## src/rtl/serial_ripple_adder_if.sv

```systemverilog
// Operand/result handshake bundle for serial_ripple_adder.
// The slave side is the adder; the master side is whoever feeds it and drains it.
interface serial_ripple_adder_if #(
  parameter int DATA_WIDTH = 8
);
  logic                  in_valid;
  logic                  in_ready;
  logic [DATA_WIDTH-1:0] a;
  logic [DATA_WIDTH-1:0] b;
  logic                  sub;
  logic                  out_valid;
  logic                  out_ready;
  logic [DATA_WIDTH:0]   sum;
  logic [DATA_WIDTH-1:0] cout_int;
  logic                  overflow;

  modport slave (
    input  in_valid, a, b, sub, out_ready,
    output in_ready, out_valid, sum, cout_int, overflow
  );

  modport master (
    output in_valid, a, b, sub, out_ready,
    input  in_ready, out_valid, sum, cout_int, overflow
  );
endinterface

```

## src/rtl/serial_ripple_adder.sv

```systemverilog
// Multi-cycle ripple-carry adder/subtractor: one CHUNK_WIDTH slice per clock,
// carry held in a register between slices, valid/ready on both sides.
//
// state  | meaning
// S_IDLE | waiting for operands, in_ready=1
// S_BUSY | rippling slice r_idx, partial sum/cout_int building up
// S_DONE | result held, out_valid=1 until out_ready
module serial_ripple_adder #(
  parameter int DATA_WIDTH  = 8,
  parameter int CHUNK_WIDTH = 2
) (
  input  logic                  clk,
  input  logic                  resetn,
  serial_ripple_adder_if.slave  bus
);

  localparam int NUM_CHUNKS = DATA_WIDTH / CHUNK_WIDTH;
  localparam int IDX_W      = (NUM_CHUNKS > 1) ? $clog2(NUM_CHUNKS) : 1;
  localparam logic [IDX_W-1:0] LAST_IDX = IDX_W'(NUM_CHUNKS - 1);

  generate
    if (DATA_WIDTH < 2 || CHUNK_WIDTH < 1 || CHUNK_WIDTH > DATA_WIDTH ||
        (DATA_WIDTH % CHUNK_WIDTH) != 0) begin : g_bad_params
      $error("serial_ripple_adder: illegal DATA_WIDTH/CHUNK_WIDTH combination");
    end
  endgenerate

  typedef enum logic [1:0] {
    S_IDLE = 2'd0,
    S_BUSY = 2'd1,
    S_DONE = 2'd2
  } state_t;

  state_t                r_state;
  state_t                w_state_nxt;
  logic                  w_in_ready;
  logic                  w_out_valid;

  logic [DATA_WIDTH-1:0] r_a;
  logic [DATA_WIDTH-1:0] r_b;
  logic                  r_carry;
  logic [IDX_W-1:0]      r_idx;
  logic [DATA_WIDTH:0]   r_sum;
  logic [DATA_WIDTH-1:0] r_cout;
  logic                  r_ovf;

  int                     w_base;
  logic [CHUNK_WIDTH-1:0] w_a_sl;
  logic [CHUNK_WIDTH-1:0] w_b_sl;
  logic [CHUNK_WIDTH-1:0] w_sum_sl;
  logic [CHUNK_WIDTH-1:0] w_cout_sl;
  logic                   w_ripple;
  logic [DATA_WIDTH-1:0]  w_sum_nxt;
  logic [DATA_WIDTH-1:0]  w_cout_nxt;
  logic                   w_last;

  assign w_last = (r_idx == LAST_IDX);

  // Slice datapath; r_b is already conditionally inverted, r_carry seeded with sub.
  always_comb begin
    w_base     = int'(r_idx) * CHUNK_WIDTH;
    w_a_sl     = r_a[w_base +: CHUNK_WIDTH];
    w_b_sl     = r_b[w_base +: CHUNK_WIDTH];
    w_sum_sl   = '0;
    w_cout_sl  = '0;
    w_ripple   = r_carry;
    for (int i = 0; i < CHUNK_WIDTH; i++) begin
      w_sum_sl[i]  = w_a_sl[i] ^ w_b_sl[i] ^ w_ripple;
      w_cout_sl[i] = (w_a_sl[i] & w_b_sl[i]) | (w_ripple & (w_a_sl[i] ^ w_b_sl[i]));
      w_ripple     = w_cout_sl[i];
    end
    w_sum_nxt                         = r_sum[DATA_WIDTH-1:0];
    w_sum_nxt[w_base +: CHUNK_WIDTH]  = w_sum_sl;
    w_cout_nxt                        = r_cout;
    w_cout_nxt[w_base +: CHUNK_WIDTH] = w_cout_sl;
  end

  always_ff @(posedge clk or negedge resetn) begin
    if (!resetn) begin
      r_state <= S_IDLE;
    end else begin
      r_state <= w_state_nxt;
    end
  end

  always_comb begin
    w_state_nxt = r_state;
    w_in_ready  = 1'b0;
    w_out_valid = 1'b0;
    case (r_state)
      S_IDLE: begin
        w_in_ready = 1'b1;
        if (bus.in_valid) w_state_nxt = S_BUSY;
      end
      S_BUSY: begin
        if (w_last) w_state_nxt = S_DONE;
      end
      S_DONE: begin
        w_out_valid = 1'b1;
        if (bus.out_ready) w_state_nxt = S_IDLE;
      end
      default: w_state_nxt = S_IDLE;
    endcase
  end

  always_ff @(posedge clk or negedge resetn) begin
    if (!resetn) begin
      r_a     <= '0;
      r_b     <= '0;
      r_carry <= 1'b0;
      r_idx   <= '0;
      r_sum   <= '0;
      r_cout  <= '0;
      r_ovf   <= 1'b0;
    end else begin
      case (r_state)
        S_IDLE: begin
          if (bus.in_valid) begin
            r_a     <= bus.a;
            r_b     <= bus.b ^ {DATA_WIDTH{bus.sub}};
            r_carry <= bus.sub;
            r_idx   <= '0;
            r_sum   <= '0;
            r_cout  <= '0;
            r_ovf   <= 1'b0;
          end
        end
        S_BUSY: begin
          r_sum[DATA_WIDTH-1:0] <= w_sum_nxt;
          r_cout                <= w_cout_nxt;
          r_carry               <= w_ripple;
          if (w_last) begin
            r_sum[DATA_WIDTH] <= w_ripple;
            r_ovf             <= w_cout_nxt[DATA_WIDTH-1] ^ w_cout_nxt[DATA_WIDTH-2];
          end else begin
            r_idx <= r_idx + 1'b1;
          end
        end
        default: ;
      endcase
    end
  end

  assign bus.in_ready  = w_in_ready;
  assign bus.out_valid = w_out_valid;
  assign bus.sum       = r_sum;
  assign bus.cout_int  = r_cout;
  assign bus.overflow  = r_ovf;

endmodule

```

## src/flat_wrapper.sv

```systemverilog
// flat-port wrapper written by rule: the top's interface ports become plain ports
module serial_ripple_adder_flat 
#(
  parameter int DATA_WIDTH  = 8,
  parameter int CHUNK_WIDTH = 2
)
  (clk, resetn, bus_in_valid, bus_a, bus_b, bus_sub, bus_out_ready, bus_in_ready, bus_out_valid, bus_sum, bus_cout_int, bus_overflow);
  serial_ripple_adder_if #(.DATA_WIDTH(DATA_WIDTH)) bus_i ();
  input  logic clk;
  input  logic resetn;
  input wire logic [$bits(bus_i.in_valid)-1:0] bus_in_valid;
  input wire logic [$bits(bus_i.a)-1:0] bus_a;
  input wire logic [$bits(bus_i.b)-1:0] bus_b;
  input wire logic [$bits(bus_i.sub)-1:0] bus_sub;
  input wire logic [$bits(bus_i.out_ready)-1:0] bus_out_ready;
  output wire logic [$bits(bus_i.in_ready)-1:0] bus_in_ready;
  output wire logic [$bits(bus_i.out_valid)-1:0] bus_out_valid;
  output wire logic [$bits(bus_i.sum)-1:0] bus_sum;
  output wire logic [$bits(bus_i.cout_int)-1:0] bus_cout_int;
  output wire logic [$bits(bus_i.overflow)-1:0] bus_overflow;
  assign bus_i.in_valid = bus_in_valid;
  assign bus_i.a = bus_a;
  assign bus_i.b = bus_b;
  assign bus_i.sub = bus_sub;
  assign bus_i.out_ready = bus_out_ready;
  assign bus_in_ready = bus_i.in_ready;
  assign bus_out_valid = bus_i.out_valid;
  assign bus_sum = bus_i.sum;
  assign bus_cout_int = bus_i.cout_int;
  assign bus_overflow = bus_i.overflow;
  serial_ripple_adder #(.DATA_WIDTH(DATA_WIDTH), .CHUNK_WIDTH(CHUNK_WIDTH)) u_core (.clk(clk), .resetn(resetn), .bus(bus_i));
endmodule
```

## config.mk

```make
export PLATFORM = sky130hd
export DESIGN_NAME = serial_ripple_adder_flat
export DESIGN_NICKNAME = d
export VERILOG_FILES = /design/src/rtl/serial_ripple_adder_if.sv /design/src/rtl/serial_ripple_adder.sv /design/src/flat_wrapper.sv
export SDC_FILE = /design/constraint.sdc
export NUM_CORES = 1
export LEC_CHECK = 0
export BUFFER_PORTS_ARGS = -buffer_cell sky130_fd_sc_hd__buf_2
export CORE_UTILIZATION = 51
export CTS_CLUSTER_DIAMETER = 150
export DETAILED_ROUTE_END_ITERATION = 7
export PLACE_DENSITY_LB_ADDON = 0.12
export SYNTH_ARGS = -nofsm -noshare
export SYNTH_HDL_FRONTEND = slang
export SYNTH_SLANG_ARGS = --single-unit
```

## constraint.sdc

```tcl
create_clock -name clk -period 6.9 [get_ports clk]
set_clock_uncertainty 0.15 [all_clocks]
set_input_delay 1.38 -clock clk [delete_from_list [all_inputs] [get_ports clk]]
set_output_delay 1.38 -clock clk [all_outputs]
set_load 0.05 [all_outputs]
```

* Word-level counts from Yosys, hierarchy flattened
Cells that the tools add are included.
Cells by class: multiplexer cells 21, multipliers 0, equality and inequality tests 7, $lt $le $gt $ge 0, reductions and logical operators 7, divide/modulo/power cells 0, $add $sub $neg 2, shifts and indexed selects 5, bitwise gates (word level) 12
Operators by type and width (count):
- $shiftx A2 B33 Y8 | 2
- $neg A3 Y33 | 1
- $shift A2 B33 Y8 const A | 1
- $pmux W9 S2 | 1
- $bwmux W8 | 2
- $pmux W8 S2 | 1
- $shiftx A8 B4 Y2 | 2
- $mux W2 | 5
- $mux W9 | 1
- $reduce_and A3 Y1 | 3
- $mux W8 | 1
- $xor A8 B8 Y8 | 1
- $mux W1 | 6
- $ne A2 B2 Y1 const B | 3
- $pmux W2 S3 | 1
- $xor A1 B1 Y1 | 5
- $and A1 B1 Y1 | 4
- $eq A2 B2 Y1 const B | 2
- $pmux W1 S2 | 2
- $pmux W2 S2 | 1
- $reduce_and A2 Y1 | 2
- $add A2 B1 Y2 const B | 1
- $eq A2 B1 Y1 const B | 1
- $logic_not A2 Y1 | 1
- 3 further kinds | 4
Storage, ports and cells: bits of input ports 21, flip-flop bits (word level) 39, bits in latches 0, memory bits (read-only) 0, word-level logic and storage cells 63, memories kept 0, output and inout port bits 20, memory bits (writable) 0

* Logic depth before layout (Yosys ltp)
depth in word-level cells 11, gate-level depth with buffers 10, gate-level depth less buffers 8

* Worst setup path after synthesis
Ideal clock, no wire load.
path kind register -> output, start point reg u_core.r_state[0], end point out bus_in_ready, data arrival time 1302 ps, data required time 5370 ps, buffers on the path 2, path slack 4068 ps, cell stages (with the launch flop) 4, cell sequence dfrtp_1 > buf_2 > buf_4 > nor2_1
Between the ends: cells in the longest elaborated chain, start to end 2
RTL lines:
- start, declared | line serial_ripple_adder.sv:34 | state_t r_state;
- start signal, assigned | line serial_ripple_adder.sv:82 | r_state <= w_state_nxt;
- $logic_not A2 Y1 | line serial_ripple_adder.sv:90 | case (r_state)
- $mux W1 | line serial_ripple_adder.sv:90
- end, declared | line flat_wrapper.sv:16 | output wire logic [$bits(bus_i.in_ready)-1:0] bus_in_ready;
No other way between the ends.

* Worst setup path after layout
start point reg u_core.r_state[1], end point out bus_out_valid
Between the ends: cells in the longest elaborated chain, start to end 2
RTL lines:
- $eq A2 B2 Y1 | line serial_ripple_adder.sv:90
- $mux W1 | line serial_ripple_adder.sv:90
- end, declared | line flat_wrapper.sv:17 | output wire logic [$bits(bus_i.out_valid)-1:0] bus_out_valid;
No other way between the ends.

==> flow_metrics.env <==
export IMPL_syn_nets=180
export IMPL_vias_per_cell=5.357
export IMPL_grt_pass1_vias=1333
export IMPL_layout_min_cycle_time_ns=2.987
export IMPL_crit_family="flip-flops"
export IMPL_power_leakage_nw=1.085
export IMPL_clock_latency_ns=0.29
export IMPL_post_cts_resized=0
export IMPL_switchingPower_mw=0.5213
export IMPL_num_rows=21
export IMPL_crit_required_ns=5.37
export IMPL_area_growth_pct=16.05
export IMPL_die_h_um=63.07
export IMPL_cts_sinks=39
export IMPL_max_freq_mhz=334.8
export IMPL_die_w_um=63.07
export IMPL_cts_root_buf="clkbuf_8"
export IMPL_ant_nets=0
export IMPL_num_io_pins=41
export IMPL_timing_setup_tns_ns=0
export IMPL_crit_path_cell_trace="nor2b_1 > buf_2"
export IMPL_htreeDepth=2
export IMPL_clk_path_buf_depth=2
export IMPL_port_buffer_count=40
export IMPL_cts_tree="done"
export IMPL_start_util_pct=55.25
export IMPL_layout_commonest_cell="buf_2"
export IMPL_grt_overflow_total=0
export IMPL_crit_path_end_kind="output port"
export IMPL_yosys_warnings=0
export IMPL_place_inst=230
export IMPL_power_density_nw_per_um2=526.9
export IMPL_intPower_mw=0.6417
export IMPL_antenna_found_initial=0
export IMPL_synth_area_um2=1902
export IMPL_place_area_um2=2103
export IMPL_slew_viol_final=0
export IMPL_final_cell_mix="buf_2 (40), dfrtp_1 (39), a22o_1 (21), nor2_1 (10), a21oi_1 (10)"
export IMPL_drt_iter0_markers=77
export IMPL_synth_distinct_cells=29
export IMPL_clkPwrFrac_pct=14.4
export IMPL_cts_setup_buffers=0
export IMPL_path_max_fanout=16
export IMPL_synth_xor_area_share_pct=4.145
export IMPL_critPathLaunch="u_core.r_state[1]"
export IMPL_rsz0062_at_grt="false"
export IMPL_grt_max_degree=40
export IMPL_p_sw_share_pct=44.82
export IMPL_fin_crit_sh_pct=43.28
export IMPL_critPathKind="flip-flop to output port"
export IMPL_run_status="finished clean"
export IMPL_grt_pass1_wl_um=6589
export IMPL_fin_cells=238
export IMPL_synth_yosys_seq_area_share_pct=51.32
export IMPL_dpl_hpwl_um=2643
export IMPL_insertedDiodeCount=0
export IMPL_finalSetupViolCount=0
export IMPL_cts_hold_buf=0
export IMPL_max_slew_margin_pct=39.19
export IMPL_syn_inst=153
export IMPL_holdCritPathClass="flip-flop to flip-flop"
export IMPL_coreArea_um2=3442
export IMPL_worstPathArrival_ns=1.46
export IMPL_vias=1275
export IMPL_wl_per_cell_um=14.92
export IMPL_cap_viol_max_count=0
export IMPL_drive_gt1_share_pct=30.73
export IMPL_crit_path_start_kind="flip-flop"
export IMPL_clk_transition_reported_paths_ns=0.07
export IMPL_syn_avg_cell_area_um2=12.43
export IMPL_yosys_area_share_simple_pct=10.66
export IMPL_numCtsBuffers=5
export IMPL_critical_path_max_stage_delay_ns=0.66
export IMPL_synth_fa_ha_area_share_pct=4.737
export IMPL_postSynthRegisterBits=39
export IMPL_final_nets=218
export IMPL_die_area_um2=3977
export IMPL_holdWs_ns=0.3366
export IMPL_drc=0
export IMPL_cpMaxStageDelayCell="dfrtp_1"
export IMPL_max_vdd_ir_drop_mv=0.2312
export IMPL_grtUsageTotal_pct=22.07
export IMPL_final_hold_viol_count=0
export IMPL_hp_start="u_core.r_a[5]"
export IMPL_wirelength_um=3551
export IMPL_synth_compound_area_share_pct=15.13
export IMPL_combPwrFrac_pct=51.3
export IMPL_worst_slew_pin_slew_ns=0.9111
export IMPL_synth_top_family_by_area="compound AO/OA/AOI/OAI gates"
export IMPL_final_area_um2=2207
export IMPL_synth_mux_area_share_pct=9.474
export IMPL_gp_congestion=0.8434
export IMPL_path_buf_inv=1
export IMPL_r2r_start="u_core.r_idx[0]"
export IMPL_drtPass1Iterations=4
export IMPL_pwr_share_seq_pct=34.3
## power groups by stage
stage               Clock, mW  Combinational (mW)  Sequential (mW)
finish                  0.167               0.597            0.399
global route            0.183               0.652            0.417
CTS                     0.172               0.599            0.401
detailed placement          0               0.597            0.405
global placement            0               0.582            0.402
floorplan                   0               0.422            0.450
## final cells by class
class	count	area (um^2)
sequential	39	975.9
inverter	8	30.03
multi-input combinational	97	839.6
fill	268	1235
clock inverter	1	7.507
tap	46	57.56
timing repair buffer	40	200.2
clock buffer	7	96.34
## registers in the layout, summed over array words and instances (netlist names)
name                 cells
u_core.r_state           2
u_core.bus.sum           9
u_core.r_carry           1
u_core.bus.cout_int      8
u_core.r_a               8
u_core.bus.overflow      1
u_core.r_idx             2
u_core.r_b               8
## cell usage after synthesis
library cell	instances	area share [%]
dfrtp_1	39	51
nor2_1	10	2.0
o21ai_0	2	0.53
clkbuf_1	2	0.39
xnor2_1	9	4.1
nand2_1	8	1.6
mux2_1	4	2.4
nor4b_4	1	1.2
nor2b_1	1	0.33
o22ai_1	1	0.33
and4bb_1	1	0.66
nor3b_4	1	0.99
mux2_2	4	2.4
a21o_1	4	1.6
a21oi_1	10	2.6
fa_1	2	2.1
ha_1	4	2.6
mux4_2	4	4.7
or3_1	1	0.33
a22o_1	21	9.7
nand2b_1	4	1.3
buf_2	3	0.79
buf_4	3	1.2
nor4_4	1	1.1
inv_1	8	1.6
and3_1	2	0.66
buf_6	1	0.59
o21bai_1	1	0.39
and3b_1	1	0.46
## through the flow
| stage | total power, mW | setup slack, ns | util, % |
|---|---|---|---|
| floorplan | 0.8721 | 4.068 | - |
| global placement | 0.9844 | 3.996 | 61.11 |
| detailed placement | 1.002 | 3.927 | 61.11 |
| CTS | 1.171 | 3.915 | 64.12 |
| global route | 1.252 | 3.797 | 64.12 |
| finish | 1.163 | 3.913 | 64.12 |
## kinds of logic (layout without fill, tap and decap cells)
logic type | after synthesis | after routing
compound gates | 39 | 39
xor+xnor | 9 | 9
fa+ha+maj | 6 | 6
buf+inv | 17 | 56
flops | 39 | 39
mux | 12 | 12
simple gates | 31 | 31
## per-layer routing
layer  global-route usage, %  routed length [um]  vias to the layer above
li1                        -                   -                      615
met1                   29.21                1521                      620
met2                   34.81                1807                       33
met3                   5.435                 156                        7
met4                   8.721                  65                        0
met5                       0                   0                        -
## path summary, 6_finish.rpt
check                      cells after the start  slack (ns)           endpoint
min reg2reg                                    1        0.34      u_core.r_a[5]
min in group asynchronous                      1        1.02  u_core.r_state[0]
max                                            2        3.91      bus_out_valid
max in group asynchronous                      1        5.06      u_core.r_a[6]
max reg2reg                                    8        4.05  u_core.bus.sum[8]
min                                            1        0.34      u_core.r_a[5]
## worst reg2reg max path, stage by stage, from the launching register on
cell and delay [ns]:
dfrtp_1 0.66, mux4_2 0.57, inv_1 0.09, fa_1 0.21
inv_1 0.13, fa_1 0.56, nand2_1 0.11, o22ai_1 0.07
a22o_1 0.20
Power figures use the tool's default switching activity.
